**config.mk**
```make
export PLATFORM = sky130hd
export DESIGN_NAME = vga_timing_gen
export DESIGN_NICKNAME = d
export VERILOG_FILES = /design/src/rtl/vga_timing_gen_pkg.sv /design/src/rtl/vga_timing_gen_axis_decomp.sv /design/src/rtl/vga_timing_gen.sv
export SDC_FILE = /design/constraint.sdc
export NUM_CORES = 1
export LEC_CHECK = 0
export CAP_MARGIN = 20
export CORE_MARGIN = 3
export CORE_UTILIZATION = 54
export DETAILED_ROUTE_END_ITERATION = 10
export PLACE_DENSITY = 0.81
export RECOVER_POWER = 100
export SLEW_MARGIN = 10
export SYNTH_ARGS = -nofsm -noshare
export SYNTH_HDL_FRONTEND = slang
export SYNTH_HIERARCHICAL = 1
export SYNTH_SLANG_ARGS = --single-unit
```
**constraint.sdc**
```tcl
create_clock -name clk -period 3.19 [get_ports clk]
set_input_delay 0.319 -clock clk [delete_from_list [all_inputs] [get_ports clk]]
set_output_delay 0.319 -clock clk [all_outputs]
set_load 0.005 [all_outputs]
```
**src/rtl/vga_timing_gen_pkg.sv**
```systemverilog
// Shared timing constants, field widths and the per-axis decomposition record
// used by the VGA timing generator and its axis decomposition counters.
package vga_timing_gen_pkg;

  localparam int C_H_ACTIVE = 640;
  localparam int C_H_FP     = 16;
  localparam int C_H_SYNC   = 96;
  localparam int C_H_BP     = 48;
  localparam int C_H_TOTAL  = C_H_ACTIVE + C_H_FP + C_H_SYNC + C_H_BP;  // 800

  localparam int C_V_ACTIVE = 480;
  localparam int C_V_FP     = 10;
  localparam int C_V_SYNC   = 2;
  localparam int C_V_BP     = 33;
  localparam int C_V_TOTAL  = C_V_ACTIVE + C_V_FP + C_V_SYNC + C_V_BP;  // 525

  localparam int C_UPSCALE        = 5;
  localparam int C_TILE           = 8;
  localparam int C_TILE_LEN_PIXEL = C_UPSCALE * C_TILE;  // 40
  localparam int C_TILE_H_MAX     = 15;
  localparam int C_TILE_V_MAX     = 11;

  localparam int C_CNT_W  = 10;
  localparam int C_TILE_W = 4;
  localparam int C_PIX_W  = 3;
  localparam int C_UP_W   = 3;

  typedef struct packed {
    logic [C_TILE_W-1:0] tile;
    logic [C_PIX_W-1:0]  pix;
    logic [C_UP_W-1:0]   up;
  } axis_fields_t;

  function automatic logic in_window(input logic [C_CNT_W-1:0] pos,
                                     input logic [C_CNT_W-1:0] lo,
                                     input logic [C_CNT_W-1:0] hi);
    return (pos >= lo) && (pos <= hi);
  endfunction

endpackage

```
**src/rtl/vga_timing_gen_axis_decomp.sv**
```systemverilog
// One screen axis split into tile / sprite-pixel / upscale-phase fields using
// chained wrap counters, so no divider is needed to locate a pixel in the tile grid.
module axis_decomp
  import vga_timing_gen_pkg::*;
#(
  parameter int UPSCALE  = C_UPSCALE,
  parameter int TILE     = C_TILE,
  parameter int TILE_MAX = C_TILE_H_MAX
) (
  input  logic         clk,
  input  logic         reset,
  input  logic         i_adv,
  input  logic         i_active,
  input  logic         i_clr,
  output axis_fields_t o_fields
);

  localparam logic [C_UP_W-1:0]   L_UP_LAST   = C_UP_W'(UPSCALE - 1);
  localparam logic [C_PIX_W-1:0]  L_PIX_LAST  = C_PIX_W'(TILE - 1);
  localparam logic [C_TILE_W-1:0] L_TILE_LAST = C_TILE_W'(TILE_MAX);

  axis_fields_t r_fields;
  axis_fields_t w_next;

  // NOTE: w_next takes the current value first so every path assigns it and no latch is inferred.
  always_comb begin
    w_next = r_fields;
    if (r_fields.up == L_UP_LAST) begin
      w_next.up = '0;
      if (r_fields.pix == L_PIX_LAST) begin
        w_next.pix = '0;
        if (r_fields.tile != L_TILE_LAST) begin
          w_next.tile = r_fields.tile + C_TILE_W'(1);
        end
      end else begin
        w_next.pix = r_fields.pix + C_PIX_W'(1);
      end
    end else begin
      w_next.up = r_fields.up + C_UP_W'(1);
    end
  end

  // NOTE: state uses non-blocking assignment; reset is synchronous and checked before any enable.
  always_ff @(posedge clk) begin
    if (!reset) begin
      r_fields <= '0;
    end else if (i_clr) begin
      r_fields <= '0;
    end else if (i_adv && i_active) begin
      r_fields <= w_next;
    end
  end

  assign o_fields = r_fields;

endmodule

```
**src/rtl/vga_timing_gen.sv**
```systemverilog
// VGA raster timing: pixel/line counters, sync pulses and tile-grid coordinates,
// all registered from the same next position so every output lines up.
module vga_timing_gen
  import vga_timing_gen_pkg::*;
#(
  parameter int   H_ACTIVE = C_H_ACTIVE,
  parameter int   H_FP     = C_H_FP,
  parameter int   H_SYNC   = C_H_SYNC,
  parameter int   H_BP     = C_H_BP,
  parameter int   V_ACTIVE = C_V_ACTIVE,
  parameter int   V_FP     = C_V_FP,
  parameter int   V_SYNC   = C_V_SYNC,
  parameter int   V_BP     = C_V_BP,
  parameter int   UPSCALE  = C_UPSCALE,
  parameter int   TILE     = C_TILE,
  parameter logic SYNC_POL = 1'b0
) (
  input  logic               clk,
  input  logic               reset,
  input  logic               tick,
  output logic [C_CNT_W-1:0] counter_H,
  output logic [C_CNT_W-1:0] counter_V,
  output logic               hsync,
  output logic               vsync,
  output logic               display_on,
  output logic [C_TILE_W-1:0] tile_H,
  output logic [C_TILE_W-1:0] tile_V,
  output logic [C_PIX_W-1:0] pix_col,
  output logic [C_PIX_W-1:0] pix_row,
  output logic [C_UP_W-1:0]  up_H,
  output logic [C_UP_W-1:0]  up_V,
  output logic               line_start,
  output logic               frame_start
);

  localparam int H_TOTAL = H_ACTIVE + H_FP + H_SYNC + H_BP;
  localparam int V_TOTAL = V_ACTIVE + V_FP + V_SYNC + V_BP;

  localparam logic [C_CNT_W-1:0] L_H_LAST     = C_CNT_W'(H_TOTAL - 1);
  localparam logic [C_CNT_W-1:0] L_V_LAST     = C_CNT_W'(V_TOTAL - 1);
  localparam logic [C_CNT_W-1:0] L_H_ACTIVE   = C_CNT_W'(H_ACTIVE);
  localparam logic [C_CNT_W-1:0] L_V_ACTIVE   = C_CNT_W'(V_ACTIVE);
  localparam logic [C_CNT_W-1:0] L_H_ACT_LAST = C_CNT_W'(H_ACTIVE - 1);
  localparam logic [C_CNT_W-1:0] L_V_ACT_LAST = C_CNT_W'(V_ACTIVE - 1);
  localparam logic [C_CNT_W-1:0] L_HS_START   = C_CNT_W'(H_ACTIVE + H_FP);
  localparam logic [C_CNT_W-1:0] L_HS_END     = C_CNT_W'(H_ACTIVE + H_FP + H_SYNC - 1);
  localparam logic [C_CNT_W-1:0] L_VS_START   = C_CNT_W'(V_ACTIVE + V_FP);
  localparam logic [C_CNT_W-1:0] L_VS_END     = C_CNT_W'(V_ACTIVE + V_FP + V_SYNC - 1);

  logic [C_CNT_W-1:0] r_counter_H;
  logic [C_CNT_W-1:0] r_counter_V;
  logic               r_hsync;
  logic               r_vsync;
  logic               r_display_on;
  logic               r_line_start;
  logic               r_frame_start;

  logic [C_CNT_W-1:0] w_next_H;
  logic [C_CNT_W-1:0] w_next_V;
  logic               w_h_wrap;
  logic               w_v_wrap;
  logic               w_h_clr;
  logic               w_v_adv;
  logic               w_v_clr;
  logic               w_h_active;
  logic               w_v_active;
  axis_fields_t       w_h_fields;
  axis_fields_t       w_v_fields;

  assign w_h_wrap = (r_counter_H == L_H_LAST);
  assign w_v_wrap = (r_counter_V == L_V_LAST);

  always_comb begin
    w_next_H = w_h_wrap ? '0 : r_counter_H + C_CNT_W'(1);
    w_next_V = r_counter_V;
    if (w_h_wrap) begin
      w_next_V = w_v_wrap ? '0 : r_counter_V + C_CNT_W'(1);
    end
  end

  // Status outputs are computed from the next position so they land with the counters.
  always_ff @(posedge clk) begin
    if (!reset) begin
      r_counter_H   <= '0;
      r_counter_V   <= '0;
      r_hsync       <= ~SYNC_POL;
      r_vsync       <= ~SYNC_POL;
      r_display_on  <= 1'b1;
      r_line_start  <= 1'b1;
      r_frame_start <= 1'b1;
    end else if (tick) begin
      r_counter_H   <= w_next_H;
      r_counter_V   <= w_next_V;
      r_hsync       <= in_window(w_next_H, L_HS_START, L_HS_END) ? SYNC_POL : ~SYNC_POL;
      r_vsync       <= in_window(w_next_V, L_VS_START, L_VS_END) ? SYNC_POL : ~SYNC_POL;
      r_display_on  <= (w_next_H < L_H_ACTIVE) && (w_next_V < L_V_ACTIVE);
      r_line_start  <= (w_next_H == '0);
      r_frame_start <= (w_next_H == '0) && (w_next_V == '0);
    end
  end

  // Fields clear when leaving the active region and simply hold 0 through blanking.
  assign w_h_active = (r_counter_H < L_H_ACTIVE);
  assign w_h_clr    = tick && (r_counter_H == L_H_ACT_LAST);
  assign w_v_active = (r_counter_V < L_V_ACTIVE);
  assign w_v_adv    = tick && w_h_wrap;
  assign w_v_clr    = w_v_adv && (r_counter_V == L_V_ACT_LAST);

  axis_decomp #(
    .UPSCALE  (UPSCALE),
    .TILE     (TILE),
    .TILE_MAX (C_TILE_H_MAX)
  ) u_h_decomp (
    .clk      (clk),
    .reset    (reset),
    .i_adv    (tick),
    .i_active (w_h_active),
    .i_clr    (w_h_clr),
    .o_fields (w_h_fields)
  );

  axis_decomp #(
    .UPSCALE  (UPSCALE),
    .TILE     (TILE),
    .TILE_MAX (C_TILE_V_MAX)
  ) u_v_decomp (
    .clk      (clk),
    .reset    (reset),
    .i_adv    (w_v_adv),
    .i_active (w_v_active),
    .i_clr    (w_v_clr),
    .o_fields (w_v_fields)
  );

  assign counter_H   = r_counter_H;
  assign counter_V   = r_counter_V;
  assign hsync       = r_hsync;
  assign vsync       = r_vsync;
  assign display_on  = r_display_on;
  assign line_start  = r_line_start;
  assign frame_start = r_frame_start;
  assign tile_H      = w_h_fields.tile;
  assign pix_col     = w_h_fields.pix;
  assign up_H        = w_h_fields.up;
  assign tile_V      = w_v_fields.tile;
  assign pix_row     = w_v_fields.pix;
  assign up_V        = w_v_fields.up;

endmodule
```
==> results.toml <==
[outcome]
status = "finished, final reports clean"

[die]
floorplan.die.height_um = 79.5
floorplan.die_area_mm2 = 0.00633
rows = 26
die_width_um = 79.5
top_level_ports = 48
placeableCoreArea_mm2 = 0.00517
initial_utilization = 0.565

[power]
pwr_density_cell_mw_per_mm2 = 302
power.static_leakage_nw = 1.33
switching_share = 0.248
power_frac_seq = 0.561
report.power.total_mw = 1.04
p_comb_frac = 0.070
switching_power_mw = 0.258
power.clock.fraction = 0.369
internal_power_mw = 0.782
power.ir.vdd_worst_uv = 244

[layout]
antenna_cells = 0
fillCellCount = 441
final_cell_area_mm2 = 0.00344
top_library_cells_by_usage_in_the_layout_fill_and_taps_aside = "sky130_fd_sc_hd__dlygate4sd3_1, sky130_fd_sc_hd__dfxtp_1, sky130_fd_sc_hd__nand2_1, sky130_fd_sc_hd__a21oi_1"
final_common_cell = "sky130_fd_sc_hd__dlygate4sd3_1"
area_growth_syn_to_layout_pct = 17.9
layout.nets = 405
final_layout_size_suffix_gt1_frac = 0.0591

[worst_setup_path]
crit-reg2reg-capture = "display_on"
rr_worst_depth = 7
timing.critical_path.required_ps = 3350
critPathMaxStageDelay_ps = 720
worst-setup-path-type = "flip-flop to flip-flop"
endpoint = "display_on"
critPathMaxFanout = 11
critical_path.endpoint_type = "flip-flop"
critical_path_arrival_ps = 2900
worst_r2r_startpoint = "counter_H[0]"
r2r_setup_slack_ps = 460
timing.critical_path.cells = "ha_1 > nand4_4 > or4_1 > nor3_1 > xnor2_1 > and4_1 > o311ai_2"
start_kind = "flip-flop"
critical_path.slowest_cell = "sky130_fd_sc_hd__or4_1"
cp-startpoint = "counter_H[0]"

[clock_tree]
cts_setup_buffers = 0
ctsLongestPathBuffers = 2
clockRootBuffer = "sky130_fd_sc_hd__clkbuf_8"
clock_latency_ps = 310
cts_repair_resizes = 0
htreeDepth = 2
ctsHoldBuffers = 0
tritoncts.num_buffers = 5
tritoncts = "done"
clkSinkCount = 45
cts.reportedPaths.clkPinSlew_ps = 90

[timing]
layout_worst_path_cycle_share = 0.857
max_slew_margin = 0.427
worst-slew-pin-transition_ps = 859
fin_setup_tns_ps = 0
finClkSkew_ps = 14.5
rsz_0062_raised_after_global_routing = "false"
fin_hold_ws_ps = 474
postLayoutSetupSlackWorst_ps = 457
setup-violations-final = 0
timing.final.hold_violations = 0
min_period_ps = 2730
max_freq_mhz = 366
maxSlewViolCount = 0

[logic_synthesis]
avgSynthCellArea_um2 = 8.20
synth_seq_cells = 45
yosys_warnings = 6
synth.net_count = 373
synth.distinct_cells = 67
seq_area_frac_synth = 0.308
post_syn_instances = 356
synth-edff-count = 0
synth_top_flop_cell = "sky130_fd_sc_hd__dfxtp_1"
synth_async_sr_flop_share = 0
synthesis.area_mm2 = 0.00292

[detailed_routing]
wl_mm = 6.47
dr.first_iter.drc_count = 122
drt_first_pass_iters = 4
drt.antenna.violating_nets = 0
wl_per_cell_um = 14.1
drcViolationCount = 0
via_per_inst = 5.92
dr_total_vias = 2716

[worst_hold_path]
hold_path_class = "flip-flop to flip-flop"

[grt]
grt_start_max_net_pins = 19
global_route.usage.total = 0.214
grt_overflow = 0
number_of_global_route_vias_before_repair = 2388
wire_length_of_the_first_global_routing_pass_mm = 11.1
grt_antenna_before_repair = 0

[placed_design]
count_of_buffers_from_port_buffering = 47
standard_cell_area_after_detailed_placement_mm2 = 0.00337
gp_routability_congestion = 0.909
hpwl_detailed_mm = 4.62
pre_cts_ws_ps = 548

[flow_run]
drv_cap = 0
## cell type report
type	instances	area, um2	area share
Clock buffer	6	82.6	0.0240
Timing Repair Buffer	50	489	0.142
Multi-Input combinational cell	266	1790	0.521
Clock inverter	2	13.8	0.00400
Inverter	20	75.1	0.0218
Sequential cell	45	901	0.262
Tap cell	70	87.6	0.0254
## worst max-delay path: cells and delay by family (launching register included)
kind,cells,cell delay (ps)
simple gates,4,1550
flops,1,450
fa+ha+maj,1,310
xor+xnor,1,160
compound gates,1,110
## power by group through the flow
stage	combinational, mW	clock (mW)	sequential, mW
6_report	0.0724	0.384	0.583
5_1_grt	0.0825	0.418	0.585
4_1_cts	0.0780	0.392	0.584
3_5_place_dp	0.0778	0	0.597
3_3_place_gp	0.0751	0	0.596
2_1_floorplan	0.0504	0	0.592
## synth_stat cells (5+ instances only)
| master | number | share of area |
|---|---|---|
| sky130_fd_sc_hd__a21oi_1 | 24 | 0.041 |
| sky130_fd_sc_hd__inv_1 | 19 | 0.024 |
| sky130_fd_sc_hd__nor2_1 | 19 | 0.024 |
| sky130_fd_sc_hd__nand4_1 | 13 | 0.028 |
| sky130_fd_sc_hd__dfxtp_1 | 45 | 0.31 |
| sky130_fd_sc_hd__nand2_1 | 32 | 0.041 |
| sky130_fd_sc_hd__o31ai_1 | 7 | 0.018 |
| sky130_fd_sc_hd__a21boi_0 | 5 | 0.013 |
| sky130_fd_sc_hd__and2_1 | 6 | 0.013 |
| sky130_fd_sc_hd__nand2b_1 | 9 | 0.019 |
| sky130_fd_sc_hd__nor3_1 | 8 | 0.014 |
| sky130_fd_sc_hd__o21ai_0 | 12 | 0.021 |
| sky130_fd_sc_hd__clkbuf_1 | 14 | 0.018 |
| sky130_fd_sc_hd__xnor2_1 | 11 | 0.033 |
| sky130_fd_sc_hd__mux2i_1 | 6 | 0.021 |
| sky130_fd_sc_hd__nor2b_1 | 9 | 0.019 |
| sky130_fd_sc_hd__ha_1 | 14 | 0.060 |
| sky130_fd_sc_hd__nand3_1 | 12 | 0.021 |
## flip-flops by register name (all words and copies together) (netlist names)
signal               flops
counter_V               10
frame_start              1
hsync                    1
line_start               1
u_h_decomp/o_fields     10
u_v_decomp/o_fields     10
counter_H               10
vsync                    1
display_on               1
## metal layers
layer  track usage  up-vias  wire length, um
met4        0.0498        0               54
li1              -     1353                -
met2         0.355       75             3090
met5             0        -                0
met3        0.0440        6              331
met1         0.285     1282             2990
## how the worst min path moves through the flow
stage | startpoint | to | slack, ps | cells past startpoint
2_1_floorplan | u_h_decomp/o_fields[4] | u_h_decomp/o_fields[4] | 470 | 2
3_3_place_gp | u_h_decomp/o_fields[5] | u_h_decomp/o_fields[5] | 460 | 2
3_5_place_dp | u_h_decomp/o_fields[4] | u_h_decomp/o_fields[4] | 470 | 2
4_1_cts | u_h_decomp/o_fields[4] | u_h_decomp/o_fields[4] | 480 | 2
5_1_grt | u_v_decomp/o_fields[5] | u_v_decomp/o_fields[5] | 500 | 2
6_report | u_h_decomp/o_fields[4] | u_h_decomp/o_fields[4] | 470 | 2
## metrics by stage
stage	cells	util
CTS	459	0.670
floorplan	356	-
global route	459	0.665
detailed placement	451	0.651
finish	459	0.665
global placement	451	0.651
## cell families (layout without fill, tap and decap cells)
| kind of cell | count (synthesis) | count (layout) | share of synthesized area |
|---|---|---|---|
| AOI/OAI and AO/OA | 81 | 81 | 0.190 |
| xor gates and xnor gates | 15 | 15 | 0.0450 |
| adders and majority gates | 14 | 14 | 0.0600 |
| buffers and inverters | 45 | 78 | 0.0715 |
| DFF | 45 | 45 | 0.308 |
| muxes | 7 | 7 | 0.0244 |
| and+or+nand+nor | 149 | 149 | 0.301 |
Note: power is estimated with default switching activity, not from simulation.
